--- src/rtl/rf_wb_arb.sv ---
// Write-back arbiter in front of the register-file write port: merges an in-order primary stream
// with a FIFO-buffered secondary stream, bounding secondary starvation with an aging counter.
module rf_wb_arb #(
    parameter int DEPTH    = 2,
    parameter int MAX_WAIT = 4
) (
    input  logic        i_clk,
    input  logic        i_rst_n,
    input  logic        i_p_valid,
    input  logic [4:0]  i_p_rd,
    input  logic [31:0] i_p_data,
    output logic        o_p_stall,
    input  logic        i_s_valid,
    output logic        o_s_ready,
    input  logic [4:0]  i_s_rd,
    input  logic [31:0] i_s_data,
    output logic        o_rd_wen,
    output logic [4:0]  o_rd_waddr,
    output logic [31:0] o_rd_wdata
);

    localparam int PW  = $clog2(DEPTH);
    localparam int CW  = PW + 1;
    localparam int WW  = $clog2(MAX_WAIT + 1);
    localparam int WW1 = WW + 1;

    localparam logic [0:0]    ST_NORMAL  = 1'b0;
    localparam logic [0:0]    ST_FORCE   = 1'b1;
    localparam logic [CW-1:0] FULL_CNT   = CW'(DEPTH);
    localparam logic [WW:0]   WAIT_LIMIT = WW1'(MAX_WAIT);

    logic [0:0]    state_r, state_nxt_s;
    logic [WW-1:0] wait_r, wait_nxt_s;
    logic [WW:0]   wait_inc_s;
    logic [PW-1:0] wr_ptr_r, rd_ptr_r;
    logic [CW-1:0] count_r;
    logic [4:0]    mem_rd_r   [DEPTH];
    logic [31:0]   mem_data_r [DEPTH];

    logic        empty_s, full_s, push_s, pop_s;
    logic        grant_s, grant_p_s;
    logic [4:0]  grant_rd_s;
    logic [31:0] grant_data_s;
    logic        wen_r;
    logic [4:0]  waddr_r;
    logic [31:0] wdata_r;

    assign empty_s    = (count_r == {CW{1'b0}});
    assign full_s     = (count_r == FULL_CNT);
    assign push_s     = i_s_valid && !full_s;
    assign wait_inc_s = {1'b0, wait_r} + WW1'(1);

    assign o_p_stall  = (state_r == ST_FORCE);
    assign o_s_ready  = !full_s;
    assign o_rd_wen   = wen_r;
    assign o_rd_waddr = waddr_r;
    assign o_rd_wdata = wdata_r;

    // Grant selection, FSM next state and aging counter update.
    always_comb begin
        pop_s        = 1'b0;
        grant_s      = 1'b0;
        grant_p_s    = 1'b0;
        grant_rd_s   = 5'd0;
        grant_data_s = 32'd0;
        state_nxt_s  = ST_NORMAL;
        wait_nxt_s   = wait_r;
        case (state_r)
            ST_NORMAL: begin
                if (i_p_valid) begin
                    grant_s      = 1'b1;
                    grant_p_s    = 1'b1;
                    grant_rd_s   = i_p_rd;
                    grant_data_s = i_p_data;
                end else if (!empty_s) begin
                    grant_s      = 1'b1;
                    pop_s        = 1'b1;
                    grant_rd_s   = mem_rd_r[rd_ptr_r];
                    grant_data_s = mem_data_r[rd_ptr_r];
                end else begin
                    grant_s = 1'b0;
                end
            end
            ST_FORCE: begin
                // FORCE is only entered with the FIFO non-empty; the guard is defensive.
                if (!empty_s) begin
                    grant_s      = 1'b1;
                    pop_s        = 1'b1;
                    grant_rd_s   = mem_rd_r[rd_ptr_r];
                    grant_data_s = mem_data_r[rd_ptr_r];
                end else begin
                    grant_s = 1'b0;
                end
            end
            default: begin
                state_nxt_s = ST_NORMAL;
            end
        endcase
        if (pop_s) begin
            wait_nxt_s = {WW{1'b0}};
        end else if (!empty_s && grant_p_s) begin
            if (wait_inc_s == WAIT_LIMIT) begin
                wait_nxt_s  = {WW{1'b0}};
                state_nxt_s = ST_FORCE;
            end else begin
                wait_nxt_s = wait_inc_s[WW-1:0];
            end
        end else begin
            wait_nxt_s = wait_r;
        end
    end

    // FSM state and aging counter registers.
    always_ff @(posedge i_clk or negedge i_rst_n) begin
        if (!i_rst_n) begin
            state_r <= ST_NORMAL;
            wait_r  <= {WW{1'b0}};
        end else begin
            state_r <= state_nxt_s;
            wait_r  <= wait_nxt_s;
        end
    end

    // Secondary FIFO storage, pointers and occupancy.
    always_ff @(posedge i_clk or negedge i_rst_n) begin
        if (!i_rst_n) begin
            wr_ptr_r <= {PW{1'b0}};
            rd_ptr_r <= {PW{1'b0}};
            count_r  <= {CW{1'b0}};
            for (int i = 0; i < DEPTH; i++) begin
                mem_rd_r[i]   <= 5'd0;
                mem_data_r[i] <= 32'd0;
            end
        end else begin
            if (push_s) begin
                mem_rd_r[wr_ptr_r]   <= i_s_rd;
                mem_data_r[wr_ptr_r] <= i_s_data;
                wr_ptr_r             <= wr_ptr_r + PW'(1);
            end
            if (pop_s) begin
                rd_ptr_r <= rd_ptr_r + PW'(1);
            end
            case ({push_s, pop_s})
                2'b10:   count_r <= count_r + CW'(1);
                2'b01:   count_r <= count_r - CW'(1);
                default: count_r <= count_r;
            endcase
        end
    end

    // Registered rf write port; address/data hold when no write is issued.
    always_ff @(posedge i_clk or negedge i_rst_n) begin
        if (!i_rst_n) begin
            wen_r   <= 1'b0;
            waddr_r <= 5'd0;
            wdata_r <= 32'd0;
        end else begin
            wen_r <= grant_s && (grant_rd_s != 5'd0);
            if (grant_s && (grant_rd_s != 5'd0)) begin
                waddr_r <= grant_rd_s;
                wdata_r <= grant_data_s;
            end
        end
    end

endmodule

--- config.mk ---
export PLATFORM = sky130hd
export DESIGN_NAME = rf_wb_arb
export DESIGN_NICKNAME = d
export VERILOG_FILES = /design/src/rtl/rf_wb_arb.sv
export SDC_FILE = /design/constraint.sdc
export NUM_CORES = 1
export LEC_CHECK = 0
export CAP_MARGIN = 20
export CORE_MARGIN = 3
export CORE_UTILIZATION = 45
export CTS_CLUSTER_DIAMETER = 60
export DETAILED_ROUTE_END_ITERATION = 6
export PLACE_DENSITY = 0.72
export SETUP_SLACK_MARGIN = 0.2
export SLEW_MARGIN = 20
export SYNTH_ARGS = -nofsm -noshare
export SYNTH_HDL_FRONTEND = slang
export SYNTH_SLANG_ARGS = --single-unit
--- constraint.sdc ---
create_clock -name i_clk -period 2.63 [get_ports i_clk]
set_input_delay 0.3945 -clock i_clk [delete_from_list [all_inputs] [get_ports i_clk]]
set_output_delay 0.3945 -clock i_clk [all_outputs]
set_load 0.1 [all_outputs]
==> metrics.md, run 1 <==
| Metric | Value |
|---|---|
| Status | `completed` |
| Post-DR vias/cell | `between 5 and 6` |
| Seq/Total Area, Yosys | `between 50% and 60%` |
| Worst-path clk slew | `50 ps` |
| Starting Density | `46.9%` |
| # DRC | `0` |
| DRT Wirelength | `around 12,000 µm` |
| CTS HTree Levels | `4` |
| Unrepaired setup endpoints after global routing | `false` |
| CTS sink cnt | `120` |
| Relative slew slack | `67.3%` |
| Horiz. Die Dim | `between 100 and 150 µm` |
| Root buffer cell | `clkbuf_16` |
| Switching part of the total | `between 40 and 50%` |
| Global route total overflow | `0` |
| Synth top area share | `about 55%` |
| First-pass iteration count of the detailed router | `4` |
| Mapped Cells | `about 400` |
| Skew final | `6.46 ps` |
| Ys async rst share | `100%` |
| Crit Path Category | `in2reg` |
| Count leader, synth | `dfrtp_1` |
| Global-route wire length before repair | `between 20,000 and 25,000 µm` |
| Final-report hold violation count | `0` |
| Setup violations, final | `0` |
| F_max | `506 MHz` |
| Comb pwr share | `47.8%` |
| Core area | `roughly 12,000 µm²` |
| RePlAce Congestion | `0.731` |
| DP HPWL | `around 8400 µm` |
| Yosys Warn Count | `0` |
| Psw | `4.67 mW` |
| # fillers | `910` |
| Clk_lat worst skew | `roughly 400 ps` |
| Synth unique cells | `33` |
| Vias | `3,629` |
| Crit. End Element | `flop` |
| Top post-synthesis cells by count | `dfrtp_1, mux2_2, nand2_1, mux2i_1, o21ai_0` |
| Buffers added on ports | `around 120` |
| Ports | `approximately 120` |
| Pins Over Slew Limit | `0` |
| Internal Pwr Total | `6.19 mW` |
| Final ANT Viol Nets | `0` |
| Area of the multi-input gates | `around 2300 µm²` |
| Vias in the first global route | `between 3,000 and 4,000` |
| Sequential Power Share | `around 31%` |
| CTS tree | `built` |
| Cts bufs inserted | `17` |
| WL/cell | `~18 µm` |
| Die Area | `13,500 µm²` |
| Row cnt | `39` |
| Slew @ Worst Pin | `490 ps` |
| GRT Total Usage | `roughly a fifth` |
| Die height | `116 µm` |
| Initial antenna violation count | `0` |
| Cts hold-fix bufs | `1` |
| Clock Tree Buf Depth | `2` |
| Antenna Cells | `0` |
| Register area | `3000 µm²` |
| Mapped Avg Cell Area | `~13 µm²` |
| Startpoint types | `primary input` |
| Final Util | `between 60 and 70%` |
| Final period utilization | `75.1%` |
| Area grow syn2layout | `34.0%` |
| Cell taking the most area after synthesis | `dfrtp_1` |
| Layout cells sized above 1 | `roughly 36%` |
| Maximum vdd drop | `935 µV` |
| Post-synth EDFFs | `0` |
| CP Max Fanout | `22` |
| Pleak | `around 3.4 nW` |
| Largest net degree at the start of global routing | `51` |
| Clock power frac | `21.4%` |
| Synthesized area | `approximately 5500 µm²` |
| Mapped Nets | `about 490` |
| Synthesized flop and latch total | `120` |
| WHS | `between 400 and 500 ps` |
| Initial drt markers | `about 150` |
| Power per Cell Area | `roughly 1500 nW/µm²` |
| Cts repair resizes | `0` |
| Worst EP required | `between 2000 and 3000 ps` |
| Worst Hold Class | `in2async` |
| Post-CTS repair timing setup buffer count | `0` |
| Fin Setup TNS | `0 ps` |
| Max_cap viols | `0` |
| Ranking of synthesized cells by area | `dfrtp_1, mux2_2, mux2_4` |
| Tmin final | `1980 ps` |
| Nets | `616` |
| Worst Path Arrival | `approximately 2300 ps` |
| Main synth FF type | `dfrtp_1` |
[critical path, stage by stage]
cell and delay (ps):
clkdlybuf4s50_1 420, or4_4 570, o21ai_4 160, o31ai_4 90
buf_4 270, mux2_4 340
[area by class of cell]
cell class / count / area share (%)
sequential: 120 / 41.0
inverter: 7 / 0.358
clock buffer: 22 / 6.47
tap: 143 / 2.44
timing repair buffer: 131 / 16.2
clock inverter: 9 / 1.67
multi-input combinational: 258 / 31.9
[path summary, 6_finish.rpt]
path / cells after the start / slack (ps) / to / from
setup / recovery: 6 / 650 / o_rd_wdata[26] / i_p_rd[3]
hold / removal: 2 / 420 / mem_data_r[30] / i_rst_n
setup reg to reg: 5 / 700 / o_rd_wdata[26] / mem_rd_r[8]
hold reg to reg: 1 / 490 / mem_data_r[45] / mem_data_r[45]
max in group asynchronous: 3 / 1540 / rd_ptr_r / i_rst_n
min in group i_clk: 1 / 490 / mem_data_r[45] / mem_data_r[45]
[state kept, by name (all words and copies together) (netlist names), 2 cells and up]
signal      count
mem_rd_r       10
mem_data_r     64
o_rd_wdata     32
count_r         2
o_rd_waddr      5
wait_r          3
[through the flow]
step / total power [mW] / instances / area, µm² / worst slack, ps
after floorplan: 7.36 / 408 / 5480 / 214
after global placement: 8.44 / 658 / 6730 / 274
after detailed placement: 8.59 / 658 / 6730 / 238
after CTS: 11.0 / 690 / 7330 / 664
after global routing: 11.4 / 690 / 7330 / 595
final: 10.9 / 690 / 7330 / 654
[per-layer routing]
metal,up-vias,GRT usage [%],routed length [µm]
met5,-,0,0
met4,0,6.50,125
met3,12,5.85,716
met2,94,31.7,5950
met1,1828,24.9,5580
li1,1695,-,-
[placed cells by master (no fill, tap or decap), types with 2 or more instances in the layout]
master / instances
clkdlybuf4s50_1: 76
xnor2_1: 4
o221ai_1: 4
a211oi_1: 2
mux2_4: 25
buf_4: 53
mux2i_1: 37
ha_1: 3
nor2_1: 5
o21ai_0: 37
bufinv_16: 3
mux2_1: 4
or4_4: 2
mux2_2: 77
clkbuf_16: 17
dfrtp_1: 119
clkbuf_1: 2
nand2_1: 41
inv_1: 7
o21ai_4: 2
clkinv_2: 5
clkbuf_8: 3
[power groups by stage]
stage | Sequential (mW) | Combinational [mW] | Clock [mW]
after floorplan | 5.22 | 2.14 | 0
after global placement | 3.31 | 5.12 | 0
after detailed placement | 3.36 | 5.23 | 0
after CTS | 3.35 | 5.25 | 2.37
after global routing | 3.46 | 5.48 | 2.44
final | 3.34 | 5.20 | 2.32
[cell families (layout without fill, tap and decap cells)]
family / after synthesis / count (layout) / share of synthesized area (%)
muxes: 143 / 143 / 30.3
adders and majority gates: 3 / 3 / 0.686
buffers and inverters: 30 / 169 / 2.72
DFF: 120 / 120 / 54.9
xor gates and xnor gates: 5 / 5 / 0.800
and+or+nand+nor: 58 / 58 / 5.07
AOI/OAI and AO/OA: 49 / 49 / 5.58
Power figures use the tool's default switching activity.
==> inputs of run 2 (changes only) <==
PLACE_DENSITY = 0.75   (was 0.72)
clock period = 1.6 ns   (was 2.63 ns; I/O delays follow)
==> run 2 against run 1 <==
  * Highest routed layer unchanged
  * Global-route usage increased by 3.9 points
  * Sequential cell count did not move
  * Clock power rose by 53%
  * Routed wire length up 24%
  * The run now ends with negative setup slack left
  * Critical path depth down 1
  * Non-clock buffer count increased by 53
  * Largest cell class unchanged
==> metrics.md, run 2 (synthesized netlist as in run 1, its figures left out) <==
| Metric | Value |
|---|---|
| Status | `finished, violations left` |
| Failing checks | `negative setup slack` |
| Horiz. Die Dim | `116 µm (unchanged)` |
| Row cnt | `39 (unchanged)` |
| Pins Over Slew Limit | `0 (unchanged)` |
| Starting Density | `46.9% (unchanged)` |
| Core area | `11,700 µm² (unchanged)` |
| Vias | `4,013 (+11%)` |
| Ports | `118 (unchanged)` |
| Max_cap viols | `0 (unchanged)` |
| # fillers | `670 (-26%)` |
| Startpoint types | `flop` |
| Power per Cell Area | `2440 nW/µm² (+65%)` |
| Final period utilization | `118%` |
| Critical Path Max Stage Delay | `570 ps (about the same)` |
| GRT Total Usage | `23.4% (+3.9 points)` |
| Commonest non-fill, non-tap cell in the layout | `dfrtp_1` |
| CTS HTree Levels | `4 (unchanged)` |
| Maximum vdd drop | `1840 µV (+97%)` |
| Skew final | `12.1 ps (+5.68 ps)` |
| RR Endpoint | `o_rd_wdata[16]` |
| Worst-path clk slew | `60 ps (about the same)` |
| Final Util | `76.8% (+14 points)` |
| Buffers added on ports | `117 (unchanged)` |
| Clock Tree Buf Depth | `2 (unchanged)` |
| Slew @ Worst Pin | `608 ps (+118 ps)` |
| R2R Path Start | `mem_rd_r[8]` |
| Die Area | `13,500 µm² (unchanged)` |
| Global route total overflow | `0 (unchanged)` |
| Relative slew slack | `59.5% (-7.9 points)` |
| First-pass iteration count of the detailed router | `7 (+3)` |
| CTS tree | `built` |
| Largest net degree at the start of global routing | `39 (-24%)` |
| Setup violations, final | `46 (+46)` |
| Initial antenna violation count | `0 (unchanged)` |
| Antenna Cells | `0 (unchanged)` |
| RePlAce Congestion | `0.754 (+3.2%)` |
| F_max | `530 MHz` |
| Post-DR vias/cell | `5.39 (+2.6%)` |
| Die height | `116 µm (unchanged)` |
| Crit-path cells | `or4_4 -> nor3_4 -> o31ai_4 -> buf_12 -> mux2_4` |
| DP Area | `7710 µm² (+15%)` |
| Crit Path Category | `reg2reg` |
| Area grow syn2layout | `63.5%` |
| FF-to-FF setup slack | `-290 ps (-990 ps)` |
| Worst Hold Class | `in2async` |
| Unrepaired setup endpoints after global routing | `true` |
| DP HPWL | `9150 µm (+8.8%)` |
| Final-report hold violation count | `0 (unchanged)` |
| Initial drt markers | `237 (+56%)` |
| FF-to-FF path depth | `5 (unchanged)` |
| CTS sink cnt | `120 (unchanged)` |
| Most frequent cells in the layout | `dfrtp_1, mux2_4, clkdlybuf4s50_1` |
| Final ANT Viol Nets | `0 (unchanged)` |
| Crit. End Element | `flop` |
| Root buffer cell | `clkbuf_16` |
| # DRC | `0 (unchanged)` |
| CP Max Fanout | `18 (-18%)` |
| Worst Path Arrival | `2170 ps (-90 ps)` |
| Register area | `3010 µm² (+0.21%)` |
| Flip-flop count of the largest register after layout | `64 (unchanged)` |
| Global-route wire length before repair | `23,900 µm (+19%)` |
| Layout cells sized above 1 | `45.9% (+10 points)` |
| DRT Wirelength | `15,400 µm (+24%)` |
| Nets | `669 (+8.6%)` |
| CP max stage cell | `or4_4` |
| Pleak | `4.21 nW (+25%)` |
| Final Cell Area | `8950 µm² (+22%)` |
| Vias in the first global route | `4,505 (+13%)` |
| Worst Setup Slack, final | `-286 ps (-940 ps)` |
| Cts bufs inserted | `17 (unchanged)` |
| Total power | `21.8 mW (+100%)` |
| Area of the multi-input gates | `2740 µm² (+17%)` |
| Worst EP required | `1880 ps (-1030 ps)` |
| Tmin final | `between 1500 and 2000 ps` |
| Clk_lat worst skew | `400 ps (about the same)` |
| WL/cell | `20.6 µm (+15%)` |
| Top reg by flops | `mem_data_r` |
==> run 2: worst max-delay path: cells and delay by family (launching register included) <==
| family | cells | cell delay [ps] |
|---|---|---|
| simple gates | 2 | 750 |
| flops | 1 | 380 |
| mux | 1 | 300 |
| buf+inv | 1 | 190 |
| compound gates | 1 | 140 |
==> run 2: worst max-delay path by stage <==
| stage | slack [ps] | endpoint | start |
|---|---|---|---|
| CTS | -260 | o_rd_wdata[30] | mem_rd_r[8] |
| finish | -290 | o_rd_wdata[16] | mem_rd_r[8] |
| floorplan | -340 | o_rd_wdata[10] | o_p_stall |
| global route | -320 | o_rd_wdata[24] | mem_rd_r[8] |
| detailed placement | -570 | o_rd_wdata[16] | i_p_rd[3] |
| global placement | -530 | o_rd_wdata[22] | i_p_rd[3] |
==> run 2: layout make-up <==
| cell class | instances | share of cell area [%] |
|---|---|---|
| clock buffer | 20 | 4.99 |
| timing repair buffer | 184 | 27.3 |
| inverter | 7 | 0.321 |
| multi-input combinational | 258 | 30.6 |
| tap | 143 | 2.00 |
| clock inverter | 12 | 1.16 |
| sequential | 120 | 33.6 |
==> run 2: layer usage <==
| metal | vias to the layer above | GRT usage (%) | wire length, µm |
|---|---|---|---|
| met5 | - | 0 | 0 |
| met4 | 0 | 5.80 | 179 |
| li1 | 1813 | - | - |
| met1 | 2042 | 29.2 | 6410 |
| met2 | 140 | 40.3 | 7800 |
| met3 | 18 | 6.42 | 958 |
==> run 2: power by group <==
part           switching (mW)  leakage [nW]  internal, mW  total, mW
combinational            6.27          2.52          6.17       12.4
sequential               1.29          1.43          4.56       5.85
clock                    1.39         0.254          2.16       3.55
total                    8.94          4.21          12.9       21.8
==> run 2: through the flow <==
stage	setup TNS, ps	worst slack (ps)	cells	hold WS [ps]
final	-9650	-286	744	320
after global placement	-24030	-532	679	204
after CTS	-8850	-264	739	329
after floorplan	-19170	-343	408	-55.6
after global routing	-11490	-322	744	350
after detailed placement	-27730	-570	679	211
==> run 2: timing repair <==
item,in CTS,in global routing
cloned,6,0
setup buffers,21,5
endpoints found under the setup margin,120,119
hold buffers,1,0
hold endpoints to repair,28,0
gates resized for setup,66,12
pin swaps,3,6
==> inputs of run 3 (changes only) <==
CAP_MARGIN = 40   (was 20)
==> results of run 3 <==
Same layout as run 2: the final DEF is identical, and so are final timing and power.
